--- src/rtl/pixel_framer_pkg.sv ---
// -----------------------------------------------------------------------------
// pixel_framer_pkg
//
// Shared definitions for the pixel framer:
//   - framer_state_e : framer state machine encoding (RUN, PAD, DROP)
//   - LANES          : pixels packed per 32-bit input word
//   - DEFAULT_*      : default frame length and pixel-to-sample shift
// -----------------------------------------------------------------------------
package pixel_framer_pkg;

    localparam int LANES             = 4;
    localparam int DEFAULT_FRAME_LEN = 784;
    localparam int DEFAULT_PIX_SHIFT = 7;

    typedef enum logic [1:0] {
        RUN  = 2'd0,  // unpacking real pixels
        PAD  = 2'd1,  // upstream ended early, emitting zeros to frame end
        DROP = 2'd2   // frame already complete, discarding until upstream tlast
    } framer_state_e;

endpackage

--- src/rtl/pixel_framer_stats.sv ---
// -----------------------------------------------------------------------------
// pixel_framer_stats
//
// Two saturating event counters for the pixel framer.
//
// Ports:
//   clk          in   clock
//   resetn       in   synchronous active-low reset
//   frame_done   in   one-cycle pulse per completed frame
//   frame_err    in   one-cycle pulse per short or long frame error
//   frame_count  out  CNT_W  completed frames, saturating
//   error_count  out  CNT_W  framing errors, saturating
// -----------------------------------------------------------------------------
module pixel_framer_stats #(
    parameter int CNT_W = 16
) (
    input  logic             clk,
    input  logic             resetn,
    input  logic             frame_done,
    input  logic             frame_err,
    output logic [CNT_W-1:0] frame_count,
    output logic [CNT_W-1:0] error_count
);

    logic [1:0]       inc;
    logic [CNT_W-1:0] cnt_reg [2];

    assign inc = {frame_err, frame_done};

    for (genvar gi = 0; gi < 2; gi++) begin : g_cnt
        always_ff @(posedge clk) begin
            if (!resetn) begin
                cnt_reg[gi] <= '0;
            end else if (inc[gi] && (cnt_reg[gi] != '1)) begin
                cnt_reg[gi] <= cnt_reg[gi] + CNT_W'(1);
            end
        end
    end

    assign frame_count = cnt_reg[0];
    assign error_count = cnt_reg[1];

endmodule

--- src/rtl/axis_pixel_framer.sv ---
// -----------------------------------------------------------------------------
// axis_pixel_framer
//
// Unpacks four 8-bit pixels per 32-bit AXI-stream word into a 16-bit,
// one-sample-per-beat stream and forces every frame to exactly FRAME_LEN
// samples: short frames are zero-padded, long frames are truncated.
//
// Optional feature macro: PIXEL_FRAMER_STATS_EN (frame/error counters).
// Without it frame_count and error_count are tied to 0.
//
// Ports:
//   s_axi_aclk         in   clock
//   s_axi_aresetn      in   synchronous active-low reset
//   s_axis_tdata       in   32   four pixels, lane 0 = [7:0] emitted first
//   s_axis_tvalid      in   input word valid
//   s_axis_tready      out  input word accepted on tvalid & tready
//   s_axis_tlast       in   last word of upstream frame
//   m_axis_data        out  DATA_WIDTH  pixel << PIX_SHIFT (0 while padding)
//   m_axis_data_valid  out  sample valid
//   m_axis_data_ready  in   downstream ready
//   frame_done         out  pulse on handshake of sample FRAME_LEN-1
//   err_short          out  pulse, cycle after a short frame is detected
//   err_long           out  pulse, cycle after a long frame is detected
//   frame_count        out  16  completed frames
//   error_count        out  16  short + long errors
// -----------------------------------------------------------------------------
module axis_pixel_framer
    import pixel_framer_pkg::*;
#(
    parameter int FRAME_LEN   = DEFAULT_FRAME_LEN,
    parameter int PIXEL_WIDTH = 8,
    parameter int DATA_WIDTH  = 16,
    parameter int PIX_SHIFT   = DEFAULT_PIX_SHIFT
) (
    input  logic                  s_axi_aclk,
    input  logic                  s_axi_aresetn,
    input  logic [31:0]           s_axis_tdata,
    input  logic                  s_axis_tvalid,
    output logic                  s_axis_tready,
    input  logic                  s_axis_tlast,
    output logic [DATA_WIDTH-1:0] m_axis_data,
    output logic                  m_axis_data_valid,
    input  logic                  m_axis_data_ready,
    output logic                  frame_done,
    output logic                  err_short,
    output logic                  err_long,
    output logic [15:0]           frame_count,
    output logic [15:0]           error_count
);

    localparam int                IDX_W    = $clog2(FRAME_LEN);
    localparam logic [IDX_W-1:0]  LAST_IDX = IDX_W'(FRAME_LEN - 1);
    localparam logic [1:0]        LAST_LN  = 2'(LANES - 1);

    framer_state_e    state_reg, state_next;
    logic [31:0]      hold_reg, hold_next;
    logic             hold_valid_reg, hold_valid_next;
    logic             tlast_reg, tlast_next;
    logic [1:0]       lane_reg, lane_next;
    logic [IDX_W-1:0] idx_reg, idx_next;
    logic             err_short_reg, err_short_next;
    logic             err_long_reg, err_long_next;

    logic [PIXEL_WIDTH-1:0] lane_pix [LANES];
    logic [DATA_WIDTH-1:0]  pix_ext;
    logic [DATA_WIDTH-1:0]  sample;

    logic out_valid;
    logic out_hs;
    logic in_hs;
    logic ready_int;
    logic run_ready;
    logic last_sample;
    logic last_lane;
    logic short_end;
    logic long_end;

    // Split the held word into its pixel lanes.
    for (genvar gi = 0; gi < LANES; gi++) begin : g_lane
        assign lane_pix[gi] = hold_reg[gi*PIXEL_WIDTH +: PIXEL_WIDTH];
    end

    assign pix_ext = DATA_WIDTH'(lane_pix[lane_reg]);
    assign sample  = pix_ext << PIX_SHIFT;

    assign last_sample = (idx_reg == LAST_IDX);
    assign last_lane   = (lane_reg == LAST_LN);

    assign out_valid = ((state_reg == RUN) && hold_valid_reg) || (state_reg == PAD);
    assign out_hs    = out_valid && m_axis_data_ready;

    assign short_end = (state_reg == RUN) && last_lane && tlast_reg && !last_sample;
    assign long_end  = (state_reg == RUN) && last_lane && !tlast_reg && last_sample;

    // The lane-3 refill path keeps one sample per cycle. It is suppressed on
    // the handshake that ends a short or long frame: the next upstream word
    // belongs to the next frame (short case) or must be judged by DROP for
    // its tlast (long case), so it must not be swallowed here.
    assign run_ready = !hold_valid_reg
                     || (last_lane && out_hs && !short_end && !long_end);

    always_comb begin
        ready_int = 1'b0;
        case (state_reg)
            RUN:     ready_int = run_ready;
            DROP:    ready_int = 1'b1;
            default: ready_int = 1'b0;
        endcase
        // Held low throughout reset, independent of register contents.
        if (!s_axi_aresetn) begin
            ready_int = 1'b0;
        end
    end

    assign in_hs = s_axis_tvalid && ready_int;

    always_comb begin
        state_next      = state_reg;
        hold_next       = hold_reg;
        hold_valid_next = hold_valid_reg;
        tlast_next      = tlast_reg;
        lane_next       = lane_reg;
        idx_next        = idx_reg;
        err_short_next  = 1'b0;
        err_long_next   = 1'b0;

        if (out_hs) begin
            idx_next = last_sample ? '0 : idx_reg + IDX_W'(1);
        end

        case (state_reg)
            RUN: begin
                if (out_hs) begin
                    lane_next = lane_reg + 2'd1;
                    if (last_lane) begin
                        hold_valid_next = 1'b0;
                        if (short_end) begin
                            state_next     = PAD;
                            err_short_next = 1'b1;
                        end else if (long_end) begin
                            state_next    = DROP;
                            err_long_next = 1'b1;
                        end
                    end
                end
                // A same-cycle refill overrides the lane-3 clear above.
                if (in_hs) begin
                    hold_next       = s_axis_tdata;
                    hold_valid_next = 1'b1;
                    tlast_next      = s_axis_tlast;
                    lane_next       = 2'd0;
                end
            end
            PAD: begin
                if (out_hs && last_sample) begin
                    state_next = RUN;
                end
            end
            DROP: begin
                if (in_hs && s_axis_tlast) begin
                    state_next = RUN;
                end
            end
            default: begin
                state_next = RUN;
            end
        endcase
    end

    always_ff @(posedge s_axi_aclk) begin
        if (!s_axi_aresetn) begin
            state_reg      <= RUN;
            hold_reg       <= '0;
            hold_valid_reg <= 1'b0;
            tlast_reg      <= 1'b0;
            lane_reg       <= 2'd0;
            idx_reg        <= '0;
            err_short_reg  <= 1'b0;
            err_long_reg   <= 1'b0;
        end else begin
            state_reg      <= state_next;
            hold_reg       <= hold_next;
            hold_valid_reg <= hold_valid_next;
            tlast_reg      <= tlast_next;
            lane_reg       <= lane_next;
            idx_reg        <= idx_next;
            err_short_reg  <= err_short_next;
            err_long_reg   <= err_long_next;
        end
    end

    assign s_axis_tready     = ready_int;
    assign m_axis_data_valid = out_valid;
    // Only RUN carries pixel data; PAD emits zeros and DROP is idle.
    assign m_axis_data       = (state_reg == RUN) ? sample : '0;
    assign frame_done        = out_hs && last_sample;
    assign err_short         = err_short_reg;
    assign err_long          = err_long_reg;

`ifdef PIXEL_FRAMER_STATS_EN
    pixel_framer_stats #(
        .CNT_W (16)
    ) u_stats (
        .clk         (s_axi_aclk),
        .resetn      (s_axi_aresetn),
        .frame_done  (frame_done),
        .frame_err   (err_short_reg | err_long_reg),
        .frame_count (frame_count),
        .error_count (error_count)
    );
`else
    assign frame_count = '0;
    assign error_count = '0;
`endif

endmodule

--- config.mk ---
export PLATFORM = sky130hd
export DESIGN_NAME = axis_pixel_framer
export DESIGN_NICKNAME = d
export VERILOG_FILES = /design/src/rtl/pixel_framer_pkg.sv /design/src/rtl/pixel_framer_stats.sv /design/src/rtl/axis_pixel_framer.sv
export SDC_FILE = /design/constraint.sdc
export NUM_CORES = 1
export LEC_CHECK = 0
export ABC_AREA = 1
export ABC_CLOCK_PERIOD_IN_PS = 1700
export BUFFER_PORTS_ARGS = -buffer_cell sky130_fd_sc_hd__buf_4
export CAP_MARGIN = 20
export CORE_MARGIN = 3
export CORE_UTILIZATION = 46
export DETAILED_ROUTE_END_ITERATION = 16
export PLACE_DENSITY = 0.83
export RECOVER_POWER = 100
export SETUP_SLACK_MARGIN = 0.3
export SLEW_MARGIN = 40
export SYNTH_ARGS = -nofsm -noshare
export SYNTH_HDL_FRONTEND = slang
export SYNTH_HIERARCHICAL = 1
export SYNTH_SLANG_ARGS = --single-unit
--- constraint.sdc ---
create_clock -name s_axi_aclk -period 1.7 [get_ports s_axi_aclk]
set_clock_uncertainty 0.1 [all_clocks]
set_input_delay 0.255 -clock s_axi_aclk [delete_from_list [all_inputs] [get_ports s_axi_aclk]]
set_output_delay 0.255 -clock s_axi_aclk [all_outputs]
set_load 0.01 [all_outputs]
==> results of run 1 <==
## layout by cell type (no fill, tap or decap), drive strengths merged, types with 2 or more instances in the layout
master | synthesis | layout
buf | 51 | 112
clkinv | 4 | 4
o21ai | 21 | 21
ha | 2 | 2
nand3 | 10 | 10
o21a | 2 | 2
conb | 1 | 40
o21bai | 2 | 2
a21oi | 36 | 36
nand4 | 4 | 4
nor4 | 3 | 3
nand2 | 94 | 94
nor3 | 6 | 6
clkbuf | 5 | 13
dfxtp | 50 | 50
inv | 56 | 56
nor2 | 84 | 84
## final cells by class
cell class              instances  area, um^2  area share
repair buffers                119        1155      0.2561
well taps                      72       90.09     0.01998
inverters                      60       250.2     0.05549
clock inverters                 2       38.79    0.008602
clock buffers                   6       82.58     0.01831
flip-flops and latches         50        1011      0.2242
multi-input cells             312        1882      0.4173
## report_power, final
group | leakage [nW] | total, mW | switching [mW] | internal, mW
registers | 0.412 | 1.27 | 0.0346 | 1.23
logic | 1.63 | 0.721 | 0.407 | 0.313
clock network | 0.0618 | 0.939 | 0.454 | 0.485
total | 2.11 | 2.93 | 0.896 | 2.03
## how the worst max path moves through the flow
stage / from / end / slack, ns / cells past startpoint
3_5_place_dp: lane_reg[0] / s_axis_tready / -0.14 / 8
4_1_cts: idx_reg[1] / s_axis_tready / -0.31 / 9
3_3_place_gp: lane_reg[0] / s_axis_tready / -0.11 / 8
5_1_grt: idx_reg[8] / hold_reg[9] / -0.58 / 14
2_1_floorplan: idx_reg[0] / hold_reg[16] / -0.0003 / 12
6_report: idx_reg[8] / hold_reg[9] / -0.46 / 14
## logic make-up after synthesis
kind of cell    synth area share
fa+ha+maj               0.008829
xor+xnor                0.003091
flops                     0.3532
buf+inv                   0.2155
simple gates              0.2927
other cells             0.001323
compound gates            0.1254
## repair_timing
action | in CTS | in global routing
pin swaps | 19 | 34
buffers inserted | 21 | 13
hold buffers | 0 | 0
gates resized for setup | 87 | 87
endpoints found under the setup margin | 60 | 61
cloned | 2 | 6
## layer usage
metal | up-vias | wire (um) | track usage | part of all wire
met5 | - | 0 | 0 | 0
met4 | 0 | 643 | 0.09209 | 0.057
met3 | 68 | 1134 | 0.04220 | 0.10
met2 | 266 | 5427 | 0.4021 | 0.48
met1 | 1554 | 4051 | 0.2732 | 0.36
li1 | 1495 | - | - | -
## through the flow
step	instance area (um^2)	hold WS, ns	total power, mW	setup WS, ns	TNS (ns)
2_1_floorplan	3049	0.2899	1.628	-0.0002537	-0.002537
3_3_place_gp	3359	0.3635	1.729	-0.1053	-1.832
3_5_place_dp	3359	0.3625	1.743	-0.1365	-3.532
4_1_cts	3960	0.05597	2.711	-0.3092	-9.671
5_1_grt	4509	0.05419	3.010	-0.5798	-24.10
6_report	4509	0.02835	2.929	-0.4589	-17.99
## tightest hold or removal path: stages
cell and delay, ns:
buf_4 0.08, nor2_1 0.03, nor2_1 0.06
==> results.yml, run 1 <==
outcome:
  status: "finished, violations left"
  violations: "setup timing"
clock_network:
  clockBufferDepth: 2
  clkSinkCount: 50
  cts_tree: "yes"
  numCtsBuffers: 5
  htree_levels: 2
  clk_latency_ns: 0.32
  cts-root-buf: "clkbuf_8"
  clk_pin_slew_ns: 0.11
timing:
  max_clock_freq_mhz: 463.2
  post-route-period-util: 1.270
  fin_ws_ns: -0.4589
  hold_viol_final: 0
  rsz0062_at_grt: "true"
  slew_viol_final: 0
  min_period_ns: 2.159
  finalSetupViolCount: 56
route:
  drtPass1Iterations: 5
  vias: 3383
  routed_wl_mm: 11.26
  drt_iter0_drc: 425
  ant_nets: 0
  via_per_inst: 5.448
  drcViolationCount: 0
  avgRoutedWirePerCell_um: 18.13
worst_setup_path:
  r2r-end: "hold_reg[9]"
  cpMaxStageDelayCell: "dfxtp_1"
  regToRegStartpoint: "idx_reg[8]"
  crit_family: "simple AND/OR/NAND/NOR gates"
  r2r_cells: 14
  worstSetupEndpointType: "register"
  timing.reg2reg.setup_slack_ns: -0.46
  crit_buf_inv: 4
  start_kind: "register"
  critical_path_arrival_ns: 2.31
  worstSetupPathType: "reg -> reg"
  path_cells: "nand2_1, nor2_1, nand3_2, nand2_2, nand3_2, buf_6, nand2_4, nand4_4, buf_12, buf_8, clkbuf_16, nand2_2, nand2_1, nor2_1"
  worstPathRequired_ns: 1.85
  critical-path-max-stage-delay_ns: 0.40
  crit_fanout: 10
logic_synthesis:
  synth_top_area_cell: "dfxtp_1"
  ys_types: 36
  synthTopCellsByArea: "dfxtp_1, nand2_1, nor2_1"
  synth_seq_cells: 50
  yosys_warnings: 6
  yosysMostFrequentCell: "nand2_1"
  synth-edff-count: 0
  yosys-top-cells-count: "nand2_1, nor2_1, inv_1, dfxtp_1, buf_4"
  ys.flop_type: "dfxtp_1"
  syn_inst: 439
  syn-cell-area_um2: 2834
  async_flop_share: 0
  syn_avg_cell_area_um2: 6.456
  yosysSeqAreaShare: 0.3532
  synthDominantCellAreaShare: 0.3532
global_routing:
  grt_usage: 0.2287
  grt_pass1_vias: 2888
  grt_overflow_total: 0
  grt_pass1_wl_mm: 13.23
  antenna_found_initial: 0
  grt_max_degree: 37
power:
  vdd_drop_max_mv: 0.5758
  power_leakage_nw: 2.108
  power_density_nw_per_um2: 649.5
final_layout:
  drive_gt1_frac: 0.4262
  area_growth_pct: 59.12
  largest_reg_flops: 32
  instances_no_fill: 621
  postLayoutCoreUtil: 0.7852
  nets: 587
  diodes: 0
  nFillCells: 318
floorplan:
  coreArea_um2: 5743
  die_w_um: 84.49
  io_pins: 90
  initial_utilization: 0.4935
  row_count: 27
  die_area_um2: 7139
  die_h_um: 84.49
min_path:
  min_path_type: "in -> reg"
  hold_path_depth: 3
  hold_end: "hold_reg[25]"
  worstHoldStart: "s_axis_tdata[25]"
placed_design:
  hpwl_mm: 5.018
  dp_cells: 571
  port_buffers: 49
  routabilityCongestion: 0.8735
flow_run:
  cap_viol_max_count: 0
No activity file was read; power rests on OpenSTA's default activity.
==> run 2, diff against run 1 <==
Settings changed: MAX_ROUTING_LAYER set to met4, REMOVE_ABC_BUFFERS set to 1.
==> run 2 against run 1 <==
The run still ends with setup timing left; fmax grew 6.4%; count of clock-buffer cells in the layout grew 1; via count shrank 2.2%; sequential share of layout area shrank 0.054 points; register-to-register slack gained 0.15 ns; first-iteration DRC count shrank 38%; largest cell class unchanged; largest power group unchanged.
==> results.yml, run 2 (same netlist as run 1, synthesis figures left out) <==
outcome:
  status: "finished, violations left"
  violations: "setup timing"
route:
  via_per_inst: 5.404
  drcViolationCount: 0
  ant_nets: 0
  drt_iter0_drc: 264
  drtPass1Iterations: 6
  vias: 3307
  avgRoutedWirePerCell_um: 17.67
  routed_wl_mm: 10.81
worst_setup_path:
  worstSetupPathType: "reg -> out"
  start_kind: "register"
  crit_buf_inv: 3
  r2r_cells: 13
  crit_fanout: 8
  path_cells: "buf_6, clkinvlp_4, a21oi_2, o21ai_1, a21oi_2, buf_4"
  timing.reg2reg.setup_slack_ns: -0.31
  critical_path_arrival_ns: 1.67
  worstPathRequired_ns: 1.34
  worstSetupEndpointType: "output port"
  cp_common_cell: "a21oi_2"
  cpMaxStageDelayCell: "dfxtp_2"
  r2r-end: "hold_reg[14]"
  regToRegStartpoint: "idx_reg[0]"
  critical-path-max-stage-delay_ns: 0.38
  crit_family: "buffers and inverters"
power:
  power_leakage_nw: 2.126
  power_density_nw_per_um2: 614.7
  vdd_drop_max_mv: 0.4602
timing:
  fin_setup_tns_ns: -11.51
  fin_ws_ns: -0.3290
  rsz0062_at_grt: "true"
  post-route-period-util: 1.194
  finalSetupViolCount: 50
  min_period_ns: 2.029
  max_clock_freq_mhz: 492.8
  hold_viol_final: 0
  slew_viol_final: 0
global_routing:
  antenna_found_initial: 0
  grt_overflow_total: 0
  globalRouteMet1Util: 0.2629
  grt_pass1_wl_mm: 12.36
  grt_usage: 0.2184
  grt_use_met3: 0.05005
  grt_use_met2: 0.3616
  grt_pass1_vias: 2724
  grt_max_degree: 27
  busiest_layer: "met2"
floorplan:
  coreArea_um2: 5743
  io_pins: 90
  initial_utilization: 0.4935
  die_w_um: 84.49
  die_area_um2: 7139
  row_count: 27
  die_h_um: 84.49
min_path:
  min_path_type: "in -> reg"
  hold_end: "hold_reg[30]"
  hold_path_depth: 3
  worstHoldStart: "s_axis_tdata[30]"
placed_design:
  hpwl_mm: 4.709
  port_buffers: 49
  routabilityCongestion: 1.001
clock_network:
  cts_tree: "yes"
  clockBufferDepth: 2
  htree_levels: 2
  clk_latency_ns: 0.32
  numCtsBuffers: 5
  clkSinkCount: 50
  ctsHoldBuffers: 0
  clk_pin_slew_ns: 0.10
  cts-root-buf: "clkbuf_8"
final_layout:
  postLayoutCoreUtil: 0.7919
  final_common_cell: "buf_4"
  drive_gt1_frac: 0.4852
  largest_reg_flops: 32
  diodes: 0
  final_cell_mix: "buf_4, nor2_1, inv_1"
  area_growth_pct: 60.49
  nets: 578
flow_run:
  cap_viol_max_count: 0
-- run 2: cell types whose count changed in the layout (fill, tap and decap cells not counted), sizes merged --
cell and delta:
bufinv -1, clkinv +1, inv -1, clkbuf +1, buf -9
-- run 2: how the worst max path moves through the flow --
stage	slack [ns]	cells after the start	start	endpoint
2_1_floorplan	-1.02	9	state_reg[0]	tlast_reg
6_report	-0.33	6	lane_reg[1]	m_axis_data[12]
3_3_place_gp	-0.12	13	idx_reg[0]	hold_reg[29]
3_5_place_dp	-0.17	13	idx_reg[0]	hold_reg[22]
5_1_grt	-0.39	6	lane_reg[1]	m_axis_data[12]
4_1_cts	-0.21	9	idx_reg[1]	s_axis_tready
-- run 2: layer usage --
metal | vias up | part of all wire
li1 | 1482 | -
met3 | 64 | 0.071
met4 | 0 | 0.051
met1 | 1553 | 0.38
met2 | 208 | 0.50
met5 | - | 0
-- run 2: final cells by class --
| class | count | area, um^2 |
|---|---|---|
| multi-input cells | 312 | 1956 |
| fillers | 338 | 1195 |
| repair buffers | 110 | 1135 |
| flip-flops and latches | 50 | 1017 |
| inverters | 60 | 259.0 |
| well taps | 72 | 90.09 |
| clock buffers | 7 | 86.33 |
| clock inverters | 1 | 5.005 |
-- run 2: tightest hold or removal path: stages --
cell and delay [ns]:
buf_4 0.08, nor2_1 0.03, nor2_1 0.06
-- run 2: timing repair --
item,4_1_cts,5_1_grt
endpoints found under the setup margin,60,61
cloned,3,7
pin swaps,23,50
setup buffers,14,10
gates resized for setup,71,159
-- run 2: power by group --
group	internal [mW]	switching (mW)
sequential	1.23	0.0348
clock	0.330	0.438
combinational	0.343	0.415
-- run 2: metrics by stage --
| step | hold WS (ns) | instance area (um^2) | worst slack, ns | power [mW] | instances |
|---|---|---|---|---|---|
| 2_1_floorplan | 0.2754 | 2596 | -1.019 | 1.526 | 422 |
| 3_3_place_gp | 0.3446 | 3282 | -0.1172 | 1.706 | 570 |
| 3_5_place_dp | 0.3534 | 3282 | -0.1704 | 1.716 | 570 |
| 4_1_cts | 0.05731 | 3795 | -0.2052 | 2.517 | 595 |
| 5_1_grt | 0.04781 | 4548 | -0.3941 | 2.886 | 612 |
| 6_report | 0.04151 | 4548 | -0.3290 | 2.796 | 612 |
